$ cat src/rtl/rob_pkg.sv
// Shared reorder-buffer definitions: entry layout, robn/pointer widths and default sizing.
// Imported by the ROB itself and by reg_station/dispatch so every block agrees on robn width.
package rob_pkg;

    localparam int ROB_ENTRIES = 16;
    localparam int ARCH_REGS   = 64;
    localparam int DISPATCH_W  = 2;
    localparam int FU_PORTS    = 3;
    localparam int RETIRE_W    = 2;

    localparam int ROB_IDX_W   = $clog2(ROB_ENTRIES);
    localparam int REG_IDX_W   = $clog2(ARCH_REGS);

    typedef logic [ROB_IDX_W-1:0] robn_t;

    // The extra MSB is the wrap bit that tells a full buffer from an empty one.
    typedef logic [ROB_IDX_W:0] ptr_t;

    typedef struct packed {
        logic                 busy;
        logic                 done;
        logic                 is_sw;
        logic [REG_IDX_W-1:0] dest_reg;
    } rob_entry_t;

    function automatic robn_t ptr_idx(input ptr_t p);
        return p[ROB_IDX_W-1:0];
    endfunction

endpackage

$ cat src/rtl/rob_retire_select.sv
// Picks the in-order retire lanes: lane r retires head+r only when every earlier lane retires too.
// Purely combinational; works on the done bits registered before the current edge.
module rob_retire_select
    import rob_pkg::*;
#(
    parameter int ROB_ROWS    = ROB_ENTRIES,
    parameter int RETIRE_ROWS = RETIRE_W
) (
    input  robn_t                    head_idx_i,
    input  logic  [ROB_ROWS-1:0]     busy_i,
    input  logic  [ROB_ROWS-1:0]     done_i,
    output logic  [RETIRE_ROWS-1:0]  valid_o,
    output robn_t [RETIRE_ROWS-1:0]  idx_o
);

    logic chain;

    always_comb begin
        chain   = 1'b1;
        valid_o = '0;
        idx_o   = '0;
        for (int r = 0; r < RETIRE_ROWS; r++) begin
            idx_o[r]   = head_idx_i + robn_t'(r);
            chain      = chain & busy_i[idx_o[r]] & done_i[idx_o[r]];
            valid_o[r] = chain;
        end
    end

endmodule

$ cat src/rtl/reorder_buffer.sv
// Reorder buffer: hands out robns at dispatch, collects out-of-order FU completions and
// retires up to RETIRE_ROWS entries per cycle in program order.
module reorder_buffer
    import rob_pkg::*;
#(
    parameter int ROB_ROWS    = ROB_ENTRIES,
    parameter int REG_NUM     = ARCH_REGS,
    parameter int INPUT_ROWS  = DISPATCH_W,
    parameter int ALU_NUM     = FU_PORTS,
    parameter int RETIRE_ROWS = RETIRE_W
) (
    input  logic                                          clk,
    input  logic                                          rst,
    input  logic [INPUT_ROWS-1:0]                         alloc_valid,
    input  logic [INPUT_ROWS-1:0][$clog2(REG_NUM)-1:0]    alloc_dest_reg,
    output logic                                          alloc_ready,
    output logic [INPUT_ROWS-1:0][$clog2(ROB_ROWS)-1:0]   alloc_robn,
    input  logic [ALU_NUM-1:0]                            Comp,
    input  logic [ALU_NUM-1:0][$clog2(ROB_ROWS)-1:0]      out_robn,
    input  logic [ALU_NUM-1:0]                            is_sw,
    output logic [RETIRE_ROWS-1:0]                        retire_valid,
    output logic [RETIRE_ROWS-1:0][$clog2(ROB_ROWS)-1:0]  retire_robn,
    output logic [RETIRE_ROWS-1:0][$clog2(REG_NUM)-1:0]   retire_dest_reg,
    output logic [RETIRE_ROWS-1:0]                        retire_is_sw,
    output logic [$clog2(ROB_ROWS):0]                     rob_count,
    output logic                                          err_spurious
);

    ptr_t                                head_q, head_d;
    ptr_t                                tail_q, tail_d;
    logic [ROB_IDX_W:0]                  count_q, count_d;
    rob_entry_t                          rob_q [ROB_ROWS];
    rob_entry_t                          rob_d [ROB_ROWS];
    logic                                alloc_ready_q, alloc_ready_d;
    logic                                err_q, err_d;
    logic [RETIRE_ROWS-1:0]              ret_valid_q, ret_valid_d;
    robn_t [RETIRE_ROWS-1:0]             ret_robn_q, ret_robn_d;
    logic [RETIRE_ROWS-1:0][REG_IDX_W-1:0] ret_dest_q, ret_dest_d;
    logic [RETIRE_ROWS-1:0]              ret_sw_q, ret_sw_d;

    logic [ROB_ROWS-1:0]                 busy_vec, done_vec;
    logic [RETIRE_ROWS-1:0]              sel_valid;
    robn_t [RETIRE_ROWS-1:0]             sel_idx;
    robn_t                               head_idx;
    logic [ROB_IDX_W:0]                  alloc_cnt, alloc_add, ret_cnt;

    always_comb begin
        for (int i = 0; i < ROB_ROWS; i++) begin
            busy_vec[i] = rob_q[i].busy;
            done_vec[i] = rob_q[i].done;
        end
    end

    assign head_idx = ptr_idx(head_q);

    rob_retire_select #(
        .ROB_ROWS    (ROB_ROWS),
        .RETIRE_ROWS (RETIRE_ROWS)
    ) u_retire_select (
        .head_idx_i (head_idx),
        .busy_i     (busy_vec),
        .done_i     (done_vec),
        .valid_o    (sel_valid),
        .idx_o      (sel_idx)
    );

    // Valid lanes are compacted: each lane's robn is tail plus the number of valid lanes below it.
    always_comb begin
        alloc_cnt = '0;
        for (int l = 0; l < INPUT_ROWS; l++) begin
            alloc_robn[l] = ptr_idx(tail_q) + robn_t'(alloc_cnt);
            alloc_cnt     = alloc_cnt + ptr_t'(alloc_valid[l]);
        end
    end

    always_comb begin
        rob_d       = rob_q;
        err_d       = err_q;
        ret_cnt     = '0;
        ret_valid_d = '0;
        ret_robn_d  = '0;
        ret_dest_d  = '0;
        ret_sw_d    = '0;

        // Walk FUs from highest to lowest so the lowest port wins a duplicate robn.
        for (int k = ALU_NUM - 1; k >= 0; k--) begin
            if (Comp[k]) begin
                if (!rob_q[out_robn[k]].busy) begin
                    err_d = 1'b1;
                end else if (!rob_q[out_robn[k]].done) begin
                    rob_d[out_robn[k]].done  = 1'b1;
                    rob_d[out_robn[k]].is_sw = is_sw[k];
                end
            end
        end

        for (int r = 0; r < RETIRE_ROWS; r++) begin
            if (sel_valid[r]) begin
                ret_valid_d[r]            = 1'b1;
                ret_robn_d[r]             = sel_idx[r];
                ret_dest_d[r]             = rob_q[sel_idx[r]].dest_reg;
                ret_sw_d[r]               = rob_q[sel_idx[r]].is_sw;
                rob_d[sel_idx[r]].busy    = 1'b0;
                rob_d[sel_idx[r]].done    = 1'b0;
                rob_d[sel_idx[r]].is_sw   = 1'b0;
                ret_cnt                   = ret_cnt + ptr_t'(1);
            end
        end

        // Allocation only ever targets free slots, so it cannot collide with retire or completion.
        alloc_add = alloc_ready_q ? alloc_cnt : '0;
        if (alloc_ready_q) begin
            for (int l = 0; l < INPUT_ROWS; l++) begin
                if (alloc_valid[l]) begin
                    rob_d[alloc_robn[l]] = '{busy: 1'b1, done: 1'b0, is_sw: 1'b0,
                                             dest_reg: alloc_dest_reg[l]};
                end
            end
        end

        head_d        = head_q + ret_cnt;
        tail_d        = tail_q + alloc_add;
        count_d       = count_q + alloc_add - ret_cnt;
        alloc_ready_d = (count_d <= ptr_t'(ROB_ROWS - INPUT_ROWS));
    end

    always_ff @(posedge clk) begin
        if (rst) begin
            head_q        <= '0;
            tail_q        <= '0;
            count_q       <= '0;
            alloc_ready_q <= 1'b1;
            err_q         <= 1'b0;
            ret_valid_q   <= '0;
            ret_robn_q    <= '0;
            ret_dest_q    <= '0;
            ret_sw_q      <= '0;
            for (int i = 0; i < ROB_ROWS; i++) begin
                rob_q[i] <= '0;
            end
        end else begin
            head_q        <= head_d;
            tail_q        <= tail_d;
            count_q       <= count_d;
            alloc_ready_q <= alloc_ready_d;
            err_q         <= err_d;
            ret_valid_q   <= ret_valid_d;
            ret_robn_q    <= ret_robn_d;
            ret_dest_q    <= ret_dest_d;
            ret_sw_q      <= ret_sw_d;
            rob_q         <= rob_d;
        end
    end

    assign alloc_ready     = alloc_ready_q;
    assign retire_valid    = ret_valid_q;
    assign retire_robn     = ret_robn_q;
    assign retire_dest_reg = ret_dest_q;
    assign retire_is_sw    = ret_sw_q;
    assign rob_count       = count_q;
    assign err_spurious    = err_q;

endmodule

$ cat config.mk
export PLATFORM = sky130hd
export DESIGN_NAME = reorder_buffer
export DESIGN_NICKNAME = d
export VERILOG_FILES = /design/src/rtl/rob_pkg.sv /design/src/rtl/rob_retire_select.sv /design/src/rtl/reorder_buffer.sv
export SDC_FILE = /design/constraint.sdc
export NUM_CORES = 1
export LEC_CHECK = 0
export BUFFER_PORTS_ARGS = -buffer_cell sky130_fd_sc_hd__clkbuf_2
export CAP_MARGIN = 0
export CORE_MARGIN = 10
export CORE_UTILIZATION = 56
export CTS_CLUSTER_DIAMETER = 80
export DETAILED_ROUTE_END_ITERATION = 8
export PLACE_DENSITY = 0.77
export SYNTH_ARGS = -nofsm -noshare
export SYNTH_HDL_FRONTEND = slang
export SYNTH_SLANG_ARGS = --single-unit
$ cat constraint.sdc
create_clock -name clk -period 4.7 [get_ports clk]
set_clock_uncertainty 0.2 [all_clocks]
set_input_delay 0.47 -clock clk [delete_from_list [all_inputs] [get_ports clk]]
set_output_delay 0.47 -clock clk [all_outputs]
set_load 0.01 [all_outputs]
**After elaboration in Yosys (flattened, before gate mapping)**

Index checks and enable logic that the tools add are counted.

- Flip-flop bits (word level): 185
- Bits of input ports: 34

- Bitwise operators: 12
- Muxes and demuxes: 91
- $lt $le $gt $ge: 17
- Add/subtract/negate cells: 8
- Reduce and logical (&&, ||, !) cells: 9

Operator list:

| operator | number |
|---|---|
| $mux W144 | 15 |
| $bwmux W144 | 14 |
| $demux W9 S4 | 14 |
| $bmux W9 S4 | 5 |
| $mux W9 | 10 |
| $mux W7 | 9 |
| $mux W8 | 5 |
| $ge A5 B5 Y1 const B | 7 |
| $lt A5 B1 Y1 const B | 7 |
| $not A4 Y5 | 7 |
| $bmux W1 S4 | 4 |
| $mux W1 | 13 |
| $add A5 B2 Y5 | 2 |
| $lt A4 B5 Y1 const B | 2 |
| $logic_and A1 B1 Y1 | 7 |
| $add A5 B1 Y5 const B | 1 |
| $add A5 B5 Y5 | 1 |
| $le A5 B4 Y1 const B | 1 |
| $mux W5 | 1 |
| $sub A5 B5 Y5 | 1 |
| $add A4 B1 Y4 | 1 |
| $add A4 B1 Y4 const B | 1 |
| $reduce_or A2 Y1 | 2 |
| $and A1 B1 Y1 | 3 |
| 3 further kinds | 4 |

**Longest topological paths before layout**

- Word-level depth: 34
- Mapped depth: 22
- Gate-level depth less buffers: 18

**Modules after synthesis**

A second synthesis with hierarchy kept.

- Cells, all modules: 1,221
- Area total of the unflattened synthesis: 11,930.2 um^2

By module, submodules not included:

| module | sequential area each (um^2) | area each (um^2) | times used | cells an instance |
|---|---|---|---|---|
| reorder_buffer | 3,663.5 | 11,488.5 | 1 | 1,177 |
| rob_retire_select | 0.0 | 441.7 | 1 | 44 |

**Least setup slack after synthesis**

Ideal clock, no wire load.

- Path type: register -> register
- Start point: register head_q[0]
- End point: register alloc_ready_q, in the netlist alloc_ready
- Required time: 4.378 ns
- Stages on the path, launching flop included: 20
- Slack: 0.281 ns
- Library setup time: 0.122 ns
- Arrival time: 4.097 ns
- Cells stage by stage: dfxtp_1 buf_6 inv_1 ha_1 buf_6 nand4bb_1 nand4_2 nor3_1 or4_1 buf_2 nor3_1 ha_1 ha_1 inv_1 ha_1 inv_1 fa_1 xor2_1 nand2b_1 o32a_1

RTL lines:

| item | line | source |
|---|---|---|
| start: declaration | reorder_buffer.sv:29 | `ptr_t head_q, head_d;` |
| start signal: assignment | reorder_buffer.sv:129 | `head_q <= '0;` |
| start signal: assignment | reorder_buffer.sv:142 | `head_q <= head_d;` |
| end signal: assignment | reorder_buffer.sv:145 | `alloc_ready_q <= alloc_ready_d;` |
| end: declaration | reorder_buffer.sv:34 | `logic alloc_ready_q, alloc_ready_d;` |

==> out/results.ini <==
[synthesis]
synthArstFlopShare_pct=0
synth_ff_type=dfxtp_1
synth_edf_count=0
yosys.area.top_type_share_pct=29.7
ys_top_cells_by_area=dfxtp_1 (30%), mux4_2 (15%), mux2i_1 (9.9%), nor2_1 (4.2%), mux2_2 (3.5%)
synth_common_cells=dfxtp_1 (183), nor2_1 (137), mux2i_1 (122)
netlist_area_um2=12300
synth_area_per_cell_um2=9.54
synth_top_area_cell=dfxtp_1
synth.most_common_cell=dfxtp_1
synth_nets=1350
yosys_register_bits=183
synth_cell_types=80
syn_inst=1293
ys_seq_area_share_pct=29.7
ys_warn_count=0

[setup_path]
crit_start=head_q[1]
reg2reg_from=head_q[1]
critPathRequiredTime_ps=4830
endpoint=alloc_ready
ff2ff_setup_slack_ps=330
reg2reg_depth=16
critPathKind=register to register
critPathMaxFanout=21
cpMostUsedCell=ha_1
crit_path_cell_trace=inv_2, ha_4, nand4bb_1, nand4_1, nor3_1, or4_1, nor3_1, ha_1, ha_1, inv_1, ha_1, inv_1, fa_1, xor2_1, nand2b_1, o32a_1
r2r_end=alloc_ready
cp.arrival_ps=4500
end_kind=register
critical-path-max-stage-delay_ps=490
cpMaxStageDelayCell=or4_1
critPathLaunchType=register

[sta]
finalCriticalPeriod_ps=4370
slew_headroom_pct=14.7
setup_tns_ps=0
fmax_mhz=229
worst_slew_pin_slew_ps=1260
final-setup-viol-count=0
timing.final.crit_share_pct=92.9
finalHoldViolations=0
drv_slew=0
rsz0062_at_grt=false

[route]
via_count=11300
wl_per_cell_um=24.5
wirelength_um=39200
dr.pass1.iters=6
first_iter_violations=1619
via_per_inst=7.05
drcViolationCount=0
final_antenna_net_count=0

[floorplan]
start_util_pct=56.7
core_area_um2=21800
die_area_um2=28400
rows=54
ios=73
die_w_um=168
die_height_um=168

[cells_and_area]
fin_area_um2=13400
multi_input_area_um2=8070
antennaDiodeCount=0
layout.nets=1367
regMostFlops=rob_q
drive_gt1_share_pct=22.4
final_cell_count_no_fill=1603
area_delta_synth_final_pct=9.08
fillers=1828
fin_util_pct=61.8
seq_area_um2=3670
largest_register_ffs=112

[pwr]
p_leak_uw=0.00480
cellPowerDensity_nw_per_um2=323
peakVddDrop_v=0.000337
p_total_uw=4340

[global_routing]
track_usage_pct=26.7
grt_pass1_vias=10300
grt_pass1_wl_um=60600
gr-total-overflow=0
antenna_found_initial=0
grt_max_degree=88

[clock_network]
tritoncts=done
cts-buffers-inserted=17
path_clk_slew_ps=80
cts_max_level=4
cts_setup_buffers=0
cts_sinks=183
cts.path.max_buffers=2
cts_root_buffer=clkbuf_16
clock_latency_ps=440

[placement]
place_hpwl_um=27700
io_buffers=72
place.gp.congestion=0.992
dpl_cell_area_um2=12800
dp.cells=1571

[worst_hold_path]
hp-class=input pin to register

[status]
status=finished clean

[run]
cap_violations=0

where the power goes:
part           switching, uW  leakage (uW)  internal (uW)
registers                102       0.00148           1650
logic                    647       0.00303            446
clock network            733      0.000294            767
total                   1480       0.00480           2860
area by class of cell:
type	count	share of cell area, %
clock inverter	15	1.42
multi-input combinational	964	60.0
clock buffer	17	3.16
inverter	42	1.17
tap	280	2.60
timing repair buffer	102	4.37
sequential	183	27.3
cell families (layout without fill, tap and decap cells):
kind of cell	after synthesis	after routing	share of synthesized area [%]
AO/OA/AOI/OAI	224	224	12.9
XOR/XNOR	13	13	1.14
adder cells (fa/ha/maj)	23	23	2.58
buffers and inverters	146	176	5.01
flip-flops	183	183	29.7
multiplexers	243	243	28.5
AND/OR/NAND/NOR	461	461	20.1
cell usage in the layout, fill, tap and decap left out, types with 49 or more instances in the layout:
master	n
a211oi_1	55
clkbuf_2	71
mux4_2	83
mux2i_1	122
dfxtp_1	180
nor2_1	137
nand2_1	76
nor3_1	50
a21oi_1	49
timing repair:
item / in CTS / in global routing
hold buffers: 0 / 0
gates resized for setup: 0 / 1
setup endpoints to repair: 0 / 2
worst min-delay path by stage:
stage	from	endpoint	slack, ps	cells after the start
finish	Comp[1]	err_spurious	210	3
global route	Comp[0]	err_spurious	230	3
CTS	Comp[1]	err_spurious	210	3
detailed placement	rob_q[74]	rob_q[74]	310	2
global placement	rob_q[120]	rob_q[120]	290	2
floorplan	rob_q[108]	rob_q[108]	280	2
worst max-delay path: cells and delay by family, from the launching register on:
| kind | cells | cell delay [ps] |
|---|---|---|
| AO/OA/AOI/OAI | 1 | 280 |
| adder cells (fa/ha/maj) | 5 | 1510 |
| XOR/XNOR | 1 | 180 |
| flip-flops | 1 | 340 |
| AND/OR/NAND/NOR | 6 | 1440 |
| buffers and inverters | 3 | 300 |
metrics by stage:
step	setup slack, ps	hold slack [ps]
2_1_floorplan	281	275
3_3_place_gp	338	292
3_5_place_dp	246	306
4_1_cts	230	205
5_1_grt	56.2	227
6_report	335	212
per-layer routing:
| layer | routed length [um] | up-vias | share of wire [%] | track usage (%) |
|---|---|---|---|---|
| li1 | - | 4940 | - | - |
| met1 | 15500 | 5381 | 40 | 38.1 |
| met2 | 16600 | 877 | 42 | 37.5 |
| met3 | 5810 | 102 | 15 | 7.71 |
| met4 | 1210 | 0 | 3.1 | 8.89 |
| met5 | 0 | - | 0 | 0 |
Power figures use the tool's default switching activity.
